===== src/rtl/mem_stage_pkg.sv =====
// -----------------------------------------------------------------------------
// mem_stage_pkg
// Shared types and helpers for the memory-access stage: register bus widths,
// memory-op codes, RV32I load/store funct3 constants, FSM state encoding and
// the size/strobe/replication helpers used when a request is captured.
// -----------------------------------------------------------------------------
package mem_stage_pkg;

  localparam int RegBus     = 32;
  localparam int RegAddrBus = 5;

  typedef enum logic [1:0] {
    MEM_OP_NONE  = 2'b00,
    MEM_OP_LOAD  = 2'b01,
    MEM_OP_STORE = 2'b10,
    MEM_OP_RSVD  = 2'b11
  } mem_op_e;

  localparam logic [2:0] F3_LB  = 3'b000;
  localparam logic [2:0] F3_LH  = 3'b001;
  localparam logic [2:0] F3_LW  = 3'b010;
  localparam logic [2:0] F3_LBU = 3'b100;
  localparam logic [2:0] F3_LHU = 3'b101;
  localparam logic [2:0] F3_SB  = 3'b000;
  localparam logic [2:0] F3_SH  = 3'b001;
  localparam logic [2:0] F3_SW  = 3'b010;

  typedef enum logic [1:0] {
    ST_IDLE = 2'b00,
    ST_REQ  = 2'b01,
    ST_WAIT = 2'b10
  } state_e;

  typedef enum logic [1:0] {
    SZ_BYTE = 2'b00,
    SZ_HALF = 2'b01,
    SZ_WORD = 2'b10
  } size_e;

  // funct3[1:0] carries the access width for both loads and stores; any
  // unlisted encoding falls back to a full word.
  function automatic size_e decode_size(input logic [2:0] funct3);
    case (funct3[1:0])
      2'b00:   return SZ_BYTE;
      2'b01:   return SZ_HALF;
      default: return SZ_WORD;
    endcase
  endfunction

  function automatic logic is_misaligned(input size_e sz, input logic [1:0] offset);
    case (sz)
      SZ_BYTE: return 1'b0;
      SZ_HALF: return offset[0];
      default: return (offset != 2'b00);
    endcase
  endfunction

  function automatic logic [3:0] byte_strobe(input size_e sz, input logic [1:0] offset);
    case (sz)
      SZ_BYTE: return 4'b0001 << offset;
      SZ_HALF: return 4'b0011 << {offset[1], 1'b0};
      default: return 4'b1111;
    endcase
  endfunction

  // Replicating across lanes lets the memory pick the right lane purely from
  // the strobes, independent of the address offset.
  function automatic logic [RegBus-1:0] replicate_store(input size_e sz,
                                                        input logic [RegBus-1:0] data);
    case (sz)
      SZ_BYTE: return {4{data[7:0]}};
      SZ_HALF: return {2{data[15:0]}};
      default: return data;
    endcase
  endfunction

endpackage


===== src/rtl/mem_stage_if.sv =====
// -----------------------------------------------------------------------------
// mem_stage_if
// Data-memory request/grant/response bundle.
//   req/wr/addr/wdata/be : request, driven by the pipeline (master)
//   gnt                  : request accepted, driven by memory (slave)
//   rvalid/rdata         : load response, driven by memory (slave)
// -----------------------------------------------------------------------------
interface mem_stage_if #(
  parameter int ADDR_W = 32,
  parameter int DATA_W = 32
);

  logic              req;
  logic              wr;
  logic [ADDR_W-1:0] addr;
  logic [DATA_W-1:0] wdata;
  logic [3:0]        be;
  logic              gnt;
  logic              rvalid;
  logic [DATA_W-1:0] rdata;

  modport master (
    output req, wr, addr, wdata, be,
    input  gnt, rvalid, rdata
  );

  modport slave (
    input  req, wr, addr, wdata, be,
    output gnt, rvalid, rdata
  );

endinterface


===== src/rtl/mem_stage_load_align.sv =====
// -----------------------------------------------------------------------------
// mem_stage_load_align
// Combinational load-data alignment: picks the addressed byte/halfword lane
// out of a memory word and sign- or zero-extends it. Kept separate so a future
// cache can reuse it on its own read path.
//   rdata_i  : raw memory word
//   offset_i : byte offset (addr[1:0]) of the access
//   funct3_i : RV32I load funct3 (size + unsigned flag)
//   data_o   : register-ready value
// -----------------------------------------------------------------------------
module mem_stage_load_align
  import mem_stage_pkg::*;
(
  input  logic [RegBus-1:0] rdata_i,
  input  logic [1:0]        offset_i,
  input  logic [2:0]        funct3_i,
  output logic [RegBus-1:0] data_o
);

  logic [7:0]  byte_sel;
  logic [15:0] half_sel;
  logic        ext_b;
  logic        ext_h;

  always_comb begin
    case (offset_i)
      2'd0:    byte_sel = rdata_i[7:0];
      2'd1:    byte_sel = rdata_i[15:8];
      2'd2:    byte_sel = rdata_i[23:16];
      default: byte_sel = rdata_i[31:24];
    endcase
    half_sel = offset_i[1] ? rdata_i[31:16] : rdata_i[15:0];

    // funct3[2] marks the unsigned variants (LBU/LHU)
    ext_b = ~funct3_i[2] & byte_sel[7];
    ext_h = ~funct3_i[2] & half_sel[15];

    case (decode_size(funct3_i))
      SZ_BYTE: data_o = {{24{ext_b}}, byte_sel};
      SZ_HALF: data_o = {{16{ext_h}}, half_sel};
      default: data_o = rdata_i;
    endcase
  end

endmodule


===== src/rtl/mem_stage.sv =====
// -----------------------------------------------------------------------------
// mem_stage
// Memory-access stage between EX/MEM and MEM/WB. ALU results pass straight
// through; loads and stores run a req/gnt/rvalid handshake with data memory
// while stall_req_o holds the earlier stages.
//
// Ports
//   clk, rst_n            : clock, async active-low reset
//   ex_reg_waddr_i        : destination register
//   ex_we_i / ex_wdata_i  : register write enable / ALU result
//   ex_mem_op_i           : 00 none, 01 load, 10 store, 11 none
//   ex_funct3_i           : RV32I access size and sign
//   ex_mem_addr_i         : effective byte address
//   ex_store_data_i       : rs2 value
//   mem_reg_waddr_o, mem_we_o, mem_wdata_o : to MEM/WB
//   stall_req_o           : hold PC, IF/ID, ID/EX, EX/MEM
//   misalign_o            : misaligned-access pulse
//   dmem                  : data-memory request/response bundle (master)
//
// state | meaning
// ------+----------------------------------------------------------------
// IDLE  | decode; pass ALU results through, or capture a memory request
// REQ   | dmem req asserted with stable fields, waiting for gnt
// WAIT  | load granted, waiting for rvalid (earliest the cycle after gnt)
// -----------------------------------------------------------------------------
module mem_stage
  import mem_stage_pkg::*;
#(
  parameter int ADDR_W = 32,
  parameter int DATA_W = RegBus
) (
  input  logic                  clk,
  input  logic                  rst_n,

  input  logic [RegAddrBus-1:0] ex_reg_waddr_i,
  input  logic                  ex_we_i,
  input  logic [DATA_W-1:0]     ex_wdata_i,
  input  logic [1:0]            ex_mem_op_i,
  input  logic [2:0]            ex_funct3_i,
  input  logic [ADDR_W-1:0]     ex_mem_addr_i,
  input  logic [DATA_W-1:0]     ex_store_data_i,

  output logic [RegAddrBus-1:0] mem_reg_waddr_o,
  output logic                  mem_we_o,
  output logic [DATA_W-1:0]     mem_wdata_o,
  output logic                  stall_req_o,
  output logic                  misalign_o,

  mem_stage_if.master           dmem
);

  state_e            state_q, state_d;

  logic [ADDR_W-1:0] addr_q;
  logic [DATA_W-1:0] wdata_q;
  logic [3:0]        be_q;
  logic              wr_q;
  logic [2:0]        funct3_q;

  logic              is_load;
  logic              is_store;
  logic              is_mem;
  size_e             size;
  logic              mis;
  logic              capture;
  logic [DATA_W-1:0] load_data;

  logic              stall_d;
  logic              we_d;
  logic [DATA_W-1:0] wdata_d;
  logic              misalign_d;
  logic              req_d;

  always_comb begin
    is_load  = (mem_op_e'(ex_mem_op_i) == MEM_OP_LOAD);
    is_store = (mem_op_e'(ex_mem_op_i) == MEM_OP_STORE);
    is_mem   = is_load | is_store;
    size     = decode_size(ex_funct3_i);
    mis      = is_misaligned(size, ex_mem_addr_i[1:0]);
  end

  mem_stage_load_align u_load_align (
    .rdata_i  (dmem.rdata),
    .offset_i (addr_q[1:0]),
    .funct3_i (funct3_q),
    .data_o   (load_data)
  );

  always_comb begin
    state_d    = state_q;
    capture    = 1'b0;
    stall_d    = 1'b0;
    we_d       = ex_we_i;
    wdata_d    = ex_wdata_i;
    misalign_d = 1'b0;
    req_d      = 1'b0;

    case (state_q)
      ST_IDLE: begin
        if (is_mem) begin
          we_d = 1'b0;
          if (mis) begin
            // Dropped without a request; the pipeline moves on and the
            // exception logic takes over.
            misalign_d = 1'b1;
          end else begin
            stall_d = 1'b1;
            capture = 1'b1;
            state_d = ST_REQ;
          end
        end
      end

      ST_REQ: begin
        req_d   = 1'b1;
        we_d    = 1'b0;
        stall_d = 1'b1;
        if (dmem.gnt) begin
          if (wr_q) begin
            stall_d = 1'b0;
            state_d = ST_IDLE;
          end else begin
            state_d = ST_WAIT;
          end
        end
      end

      ST_WAIT: begin
        we_d    = 1'b0;
        stall_d = 1'b1;
        if (dmem.rvalid) begin
          stall_d = 1'b0;
          we_d    = ex_we_i;
          wdata_d = load_data;
          state_d = ST_IDLE;
        end
      end

      default: begin
        state_d = ST_IDLE;
      end
    endcase
  end

  always_ff @(posedge clk or negedge rst_n) begin
    if (!rst_n) begin
      state_q  <= ST_IDLE;
      addr_q   <= '0;
      wdata_q  <= '0;
      be_q     <= '0;
      wr_q     <= 1'b0;
      funct3_q <= '0;
    end else begin
      state_q <= state_d;
      if (capture) begin
        addr_q   <= ex_mem_addr_i;
        wdata_q  <= replicate_store(size, ex_store_data_i);
        be_q     <= byte_strobe(size, ex_mem_addr_i[1:0]);
        wr_q     <= is_store;
        funct3_q <= ex_funct3_i;
      end
    end
  end

  // Control outputs are forced low while reset is held, even if EX/MEM
  // still presents a memory op.
  assign stall_req_o     = stall_d & rst_n;
  assign mem_we_o        = we_d & rst_n;
  assign misalign_o      = misalign_d & rst_n;
  assign mem_wdata_o     = wdata_d;
  assign mem_reg_waddr_o = ex_reg_waddr_i;

  assign dmem.req   = req_d;
  assign dmem.wr    = wr_q;
  assign dmem.addr  = addr_q;
  assign dmem.wdata = wdata_q;
  assign dmem.be    = be_q;

endmodule


===== src/flat_wrapper.sv =====
// flat-port wrapper written by rule: the top's interface ports become plain ports
module mem_stage_flat import mem_stage_pkg::*;
#(
  parameter int ADDR_W = 32,
  parameter int DATA_W = RegBus
)
  (clk, rst_n, ex_reg_waddr_i, ex_we_i, ex_wdata_i, ex_mem_op_i, ex_funct3_i, ex_mem_addr_i, ex_store_data_i, mem_reg_waddr_o, mem_we_o, mem_wdata_o, stall_req_o, misalign_o, dmem_req, dmem_wr, dmem_addr, dmem_wdata, dmem_be, dmem_gnt, dmem_rvalid, dmem_rdata);
  mem_stage_if #(.ADDR_W(ADDR_W), .DATA_W(DATA_W)) dmem_i ();
  input  logic clk;
  input  logic rst_n;
  input  logic [RegAddrBus-1:0] ex_reg_waddr_i;
  input  logic ex_we_i;
  input  logic [DATA_W-1:0] ex_wdata_i;
  input  logic [1:0] ex_mem_op_i;
  input  logic [2:0] ex_funct3_i;
  input  logic [ADDR_W-1:0] ex_mem_addr_i;
  input  logic [DATA_W-1:0] ex_store_data_i;
  output logic [RegAddrBus-1:0] mem_reg_waddr_o;
  output logic mem_we_o;
  output logic [DATA_W-1:0] mem_wdata_o;
  output logic stall_req_o;
  output logic misalign_o;
  output wire logic [$bits(dmem_i.req)-1:0] dmem_req;
  output wire logic [$bits(dmem_i.wr)-1:0] dmem_wr;
  output wire logic [$bits(dmem_i.addr)-1:0] dmem_addr;
  output wire logic [$bits(dmem_i.wdata)-1:0] dmem_wdata;
  output wire logic [$bits(dmem_i.be)-1:0] dmem_be;
  input wire logic [$bits(dmem_i.gnt)-1:0] dmem_gnt;
  input wire logic [$bits(dmem_i.rvalid)-1:0] dmem_rvalid;
  input wire logic [$bits(dmem_i.rdata)-1:0] dmem_rdata;
  assign dmem_req = dmem_i.req;
  assign dmem_wr = dmem_i.wr;
  assign dmem_addr = dmem_i.addr;
  assign dmem_wdata = dmem_i.wdata;
  assign dmem_be = dmem_i.be;
  assign dmem_i.gnt = dmem_gnt;
  assign dmem_i.rvalid = dmem_rvalid;
  assign dmem_i.rdata = dmem_rdata;
  mem_stage #(.ADDR_W(ADDR_W), .DATA_W(DATA_W)) u_core (.clk(clk), .rst_n(rst_n), .ex_reg_waddr_i(ex_reg_waddr_i), .ex_we_i(ex_we_i), .ex_wdata_i(ex_wdata_i), .ex_mem_op_i(ex_mem_op_i), .ex_funct3_i(ex_funct3_i), .ex_mem_addr_i(ex_mem_addr_i), .ex_store_data_i(ex_store_data_i), .mem_reg_waddr_o(mem_reg_waddr_o), .mem_we_o(mem_we_o), .mem_wdata_o(mem_wdata_o), .stall_req_o(stall_req_o), .misalign_o(misalign_o), .dmem(dmem_i));
endmodule

===== config.mk =====
export PLATFORM = sky130hd
export DESIGN_NAME = mem_stage_flat
export DESIGN_NICKNAME = d
export VERILOG_FILES = /design/src/rtl/mem_stage_pkg.sv /design/src/rtl/mem_stage_if.sv /design/src/rtl/mem_stage_load_align.sv /design/src/rtl/mem_stage.sv /design/src/flat_wrapper.sv
export SDC_FILE = /design/constraint.sdc
export NUM_CORES = 1
export LEC_CHECK = 0
export ABC_AREA = 1
export CAP_MARGIN = 30
export CORE_AREA = 8 8 113 115
export DETAILED_ROUTE_END_ITERATION = 16
export DIE_AREA = 0 0 121 123
export PLACE_DENSITY = 0.87
export SKIP_LAST_GASP = 1
export SLEW_MARGIN = 20
export SYNTH_ARGS = -nofsm -noshare
export SYNTH_HDL_FRONTEND = slang
export SYNTH_HIERARCHICAL = 1
export SYNTH_SLANG_ARGS = --single-unit

===== constraint.sdc =====
create_clock -name clk -period 3 [get_ports clk]
set_input_delay 0.6 -clock clk [delete_from_list [all_inputs] [get_ports clk]]
set_output_delay 0.6 -clock clk [all_outputs]
set_load 0.01 [all_outputs]

**After elaboration in Yosys (flattened, before gate mapping)**

Cells that the tools add are included.

- Equal/unequal tests: 14
- Shift-type cells: 2
- Mux-type cells: 30
- Bitwise gates (word level): 7
- Reductions and logical operators: 8

Operator list:

| cell | count |
|---|---|
| $pmux 32 s2 | 2 |
| $mux 32 | 2 |
| $pmux 8 s3 | 1 |
| $mux 16 | 1 |
| $eq 2x1->1 const B | 7 |
| $logic_not 2->1 | 6 |
| $mux 1 | 12 |
| $mux 2 | 5 |
| $pmux 2 s2 | 2 |
| $pmux 4 s2 | 1 |
| $eq 2x2->1 const B | 3 |
| $ne 2x2->1 const B | 3 |
| $pmux 1 s3 | 2 |
| $pmux 2 s3 | 1 |
| $and 1x1->1 | 5 |
| $reduce_and 4->1 | 1 |
| $shl 1x2->4 const A | 1 |
| $shl 2x2->4 const A | 1 |
| $ne 2x1->1 const B | 1 |
| $pmux 1 s2 | 1 |
| $reduce_bool 2->1 | 1 |
| $not 1->1 | 1 |
| $or 1x1->1 | 1 |

- Register bits: 74
- Bits of input ports: 143
- Output and inout bits: 110
- Logic and storage cells: 67

**Depth between registers and ports, before layout**

- Depth after elaboration: 8
- Mapped depth: 9

**Cells and area by module**

Netlist, hierarchy kept.

By module, submodules not included:

| module | instances | cells each | area each (µm²) |
|---|---|---|---|
| mem_stage | 1 | 519 | 3747.3 |
| mem_stage_load_align | 1 | 156 | 728.2 |

**Worst setup path before layout**

No wires, ideal clock.

- Path kind: input to output
- Start: input ex_mem_op_i[0]
- End: output stall_req_o
- Data arrival time: 1551 ps
- Data required time: 2400 ps
- Slack: 849 ps
- Stages on the path: 6
- Path buffers: 1
- Cells stage by stage: inv_1 ha_1 nor2_1 nand2_2 buf_2 a21oi_1

- Cells in the longest elaborated chain, start to end: 5
- Elaborated cells on any way between the ends: 6

Ends and longest elaborated chain:

| what | line | source |
|---|---|---|
| start: declaration | flat_wrapper.sv:14 | `input logic [1:0] ex_mem_op_i;` |
| $eq 2x1->1 / $eq 2x2->1 (equally long branches) | mem_stage.sv:75, mem_stage.sv:76 |  |
| $or 1x1->1 (*) | mem_stage.sv:77 | `is_mem = is_load \| is_store;` |
| $mux 1 (*) | mem_stage.sv:100 | `if (is_mem) begin` |
| $pmux 1 s3 (*) | mem_stage.sv:98 | `case (state_q)` |
| $and 1x1->1 (*) | mem_stage.sv:167 | `assign stall_req_o = stall_d & rst_n;` |
| end: declaration | flat_wrapper.sv:21 | `output logic stall_req_o;` |

Mark *: on every way between the ends. The rest lies on a longest branch, timed or not.

**Worst setup path in the final report**

- Start: input dmem_rdata[15]
- End: output mem_wdata_o[26]

- Cells in the longest elaborated chain, start to end: 5
- Elaborated cells on any way between the ends: 7

Ends and longest elaborated chain:

| what | line | source |
|---|---|---|
| start: declaration | flat_wrapper.sv:30 | `input wire logic [$bits(dmem_i.rdata)-1:0] dmem_rdata;` |
| $pmux 8 s3 / $mux 16 (equally long branches) | mem_stage_load_align.sv:26, mem_stage_load_align.sv:32 |  |
| $and 1x1->1, on equally long branches | mem_stage_load_align.sv:35, mem_stage_load_align.sv:36 |  |
| $pmux 32 s2 (*) | mem_stage_load_align.sv:38 | `case (decode_size(funct3_i))` |
| net u_core.load_data[26] | mem_stage.sv:66 | `logic [DATA_W-1:0] load_data;` |
| $mux 32 (*) | mem_stage.sv:131 | `if (dmem.rvalid) begin` |
| $mux 32 (*) | mem_stage.sv:98 |  |
| end: declaration | flat_wrapper.sv:20 | `output logic [DATA_W-1:0] mem_wdata_o;` |

Mark *: on every way through the listed nets, which the timed path passes. The rest lies on a longest branch.

==> reports/summary.md <==
In the global route stage, overall resource usage came out at 21.9%. The worst min-delay path class was in2async. The antenna diode count was 0. The path depth of the worst reg2reg path came out at 8. The synthesized netlist occupies a cell area of 4480 sq um. VDD sags by at most 0.593 mV. In this run the core area contains 39 standard-cell rows. For the final worst clock skew, the log shows 0.00605 ns. The library cells used most frequently in the layout, excluding fill and tap cells, are 330 x nand2_1, 215 x clkdlybuf4s50_1, 74 x dfrtp_1, 65 x o21ai_0, 58 x inv_1.

The longest clock path from root to sink contains 2 buffers. Setup repair after global routing left no endpoint under its margin. Including well taps, the total number of placed cells is 1033. The number of placed I/O pins is 253. The final period utilization came out at 96.2%. Power spread over the standard cell area amounts to 875 nW/um^2. For the worst-skew pair, the clock arrives at the later sink with an insertion delay of 0.33 ns. The share of total power dissipated in sequential elements is 28.6%. After detailed routing, the average wire length per cell comes to 16.2 um. After synthesis, the netlist uses 25 different library cells. The horizontal die dimension is 121 um. Once the floorplan was initialized, standard cells occupied 40.4% of the core. Leading cell type in the layout, fill and taps excluded: nand2_1. The capture instance of the worst register-to-register path was u_core/dmem.wdata[19].

The worst slew margin relative to its limit was 69.0%; the mean instance size in the synthesized netlist was 6.63 sq um. The number of vias per cell after detailed routing works out to 4.93. The final core utilization is 65.5%. The first routing iteration left 444 violations. The H-tree was split into 3 levels. Based on the critical path, the design can be clocked at up to 347 MHz.

For the register-to-register setup slack, the log shows 1.10 ns. The portion of total power attributed to the clock network came out at 16.5%. The count of input and output buffers was 242.

The capturing element type of the critical path is an output port. The congestion estimate from routability-driven global placement came to 0.931. The leakage power figure is 3.69 nW, and the count of mapped cells out of synthesis is 675.

The run gives 2.29 ns as the arrival time of data at the critical path endpoint. The biggest area contributor in the post-synthesis netlist is dfrtp_1. The count of endpoints failing hold in the final timing report is 0. For this run, design rule violations remaining after detail routing come to 0. The tools report the internal power consumption as 3.84 mW.

In this run the power spent charging and discharging nets is 2.52 mW. The number of register bits inferred by synthesis works out to 74. The floorplan step defined a die boundary enclosing 14900 sq um. The total grt overflow came out at 0. The proportion of synthesized chip area in sequential cells was 41.4%; the portion of synthesized cell area occupied by the leading cell type was 41.4%. The number of nets in the layout was 1046.

Of all nets on the critical path, the largest fanout is 14. The total power was 6.35 mW; the number of antenna violations at the first check in global routing was 0. STA puts the critical path data required time at 2.40 ns. The worst setup path category was in2out. Relative to the synthesized area, the layout overhead comes to 62.2%.

The number of sinks driven by the clock tree was 74. Counting the buffers created by CTS gives 9. The first detailed-routing pass took 5 iterations.

The die is 123 um tall. The first global-routing pass estimated 25.6 mm of wire. The filler cells instantiated in the layout total 960. STA classifies the critical path startpoint as an input port.

Max-cap violations in this run came to 0. The floorplan step defined a core boundary enclosing 11100 sq um. Cells with a size suffix above 1 make up 5.08% of the layout.

The run gives 5174 as the via count. After legalization and detailed placement, the total HPWL measured 13.0 mm. Setup violations remaining at the end of the flow were counted as 0. The tools report the clock root buffer as clkbuf_16. The total wire length is 17.0 mm, and the post-CTS setup buffer count is 0.

TritonCTS built the clock tree. The number of global-route vias before repair is 4980, and the warning count from the yosys run is 6. Final period demand of the worst path: 2.89 ns. The run finished with clean final reports. In this run, the combinational gates consume 54.8% of the power. At the pin with the least slew margin, the transition time is 0.465 ns.

The origin of the critical flop-to-flop path is u_core/state_q[1]. The fraction of power spent switching nets works out to 39.6%. The final cell count without fillers is 1049. Clock-pin slew on the worst setup and hold paths: 0.06 ns. Entering global routing, the biggest net connects 75 pins. The tools report the max-slew violation total from the final report as 0.

The tools report the number of nets with antenna violations after routing as 0. Counting every net in the synthesized netlist gives 819. Yosys attributes the largest share of cell area to dfrtp_1 41%, nand2_1 28%, o21ai_0 7.3%.
metal layers:
metal	track usage (%)	vias up	share of wire (%)
li1	-	2541	-
met1	23.8	2324	37
met2	37.5	278	48
met3	8.63	31	12
met4	9.06	0	2.6
met5	0	-	0
synth_stat cells, drive strengths merged:
master	instances
nand2	332
ha	1
clkbuf	14
o21bai	1
o21a	1
nor3	2
inv	64
or2	1
a21oi	18
o21ai	65
o211ai	7
a21boi	1
nor2	17
dfrtp	74
nand3	48
buf	29
logic make-up after synthesis:
family | share of synthesized area [%]
fa+ha+maj | 0.280
simple gates | 36.0
flops | 41.4
compound gates | 11.0
buf+inv | 11.4
state kept, by name, summed over array words and instances (netlist names):
name	count
u_core/dmem.addr	32
u_core/dmem.wdata	32
u_core/dmem.be	4
u_core/funct3_q	3
u_core/state_q	2
u_core/dmem.wr	1
what timing repair did:
item | in CTS | in global routing
resized for setup | 24 | 5
hold buffers | 0 | 0
setup endpoints to repair | 24 | 9
pin swaps | 0 | 0
power by group through the flow:
stage	clock network (mW)	registers [mW]	logic, mW
2_1_floorplan	0	1.98	1.54
3_3_place_gp	0	1.79	3.47
3_5_place_dp	0	1.81	3.52
4_1_cts	1.07	1.81	3.50
5_1_grt	1.10	1.88	3.83
6_report	1.05	1.82	3.48
per-stage QoR:
step	setup slack (ns)	TNS (ns)	hold WS [ns]	cell area (sq um)
after global placement	-0.0806	-1.09	0.461	6960
after CTS	0.0118	0	0.479	7220
after detailed placement	-0.142	-2.30	0.464	6960
final	0.115	0	0.246	7260
after floorplan	0.849	0	0.304	4480
after global routing	0.00916	0	0.265	7260
worst max-delay path, cell delays in order:
cell	delay (ns)
clkdlybuf4s50_1	0.55
nand3_1	0.11
nand3_1	0.14
nand3_2	0.12
buf_4	0.20
nand3_1	0.07
inv_1	0.04
o21ai_0	0.15
dlygate4sd2_1	0.30
final cells by class:
| type | instances | area, sq um | area share, % |
|---|---|---|---|
| clock buffer | 12 | 246 | 3.40 |
| tap | 143 | 179 | 2.46 |
| multi-input combinational | 494 | 2120 | 29.2 |
| clock inverter | 3 | 40.0 | 0.552 |
| inverter | 64 | 240 | 3.31 |
| sequential | 74 | 1850 | 25.5 |
| timing repair buffer | 259 | 2580 | 35.6 |
worst max-delay path by stage:
stage | startpoint | to | slack, ns
after floorplan | ex_mem_op_i[0] | stall_req_o | 0.85
after global placement | dmem_rdata[15] | mem_wdata_o[22] | -0.08
after detailed placement | dmem_rdata[15] | mem_wdata_o[26] | -0.14
after CTS | ex_mem_op_i[0] | stall_req_o | 0.01
after global routing | ex_mem_op_i[0] | misalign_o | 0.009
final | dmem_rdata[15] | mem_wdata_o[26] | 0.11
(Power assumes the default switching activity.)
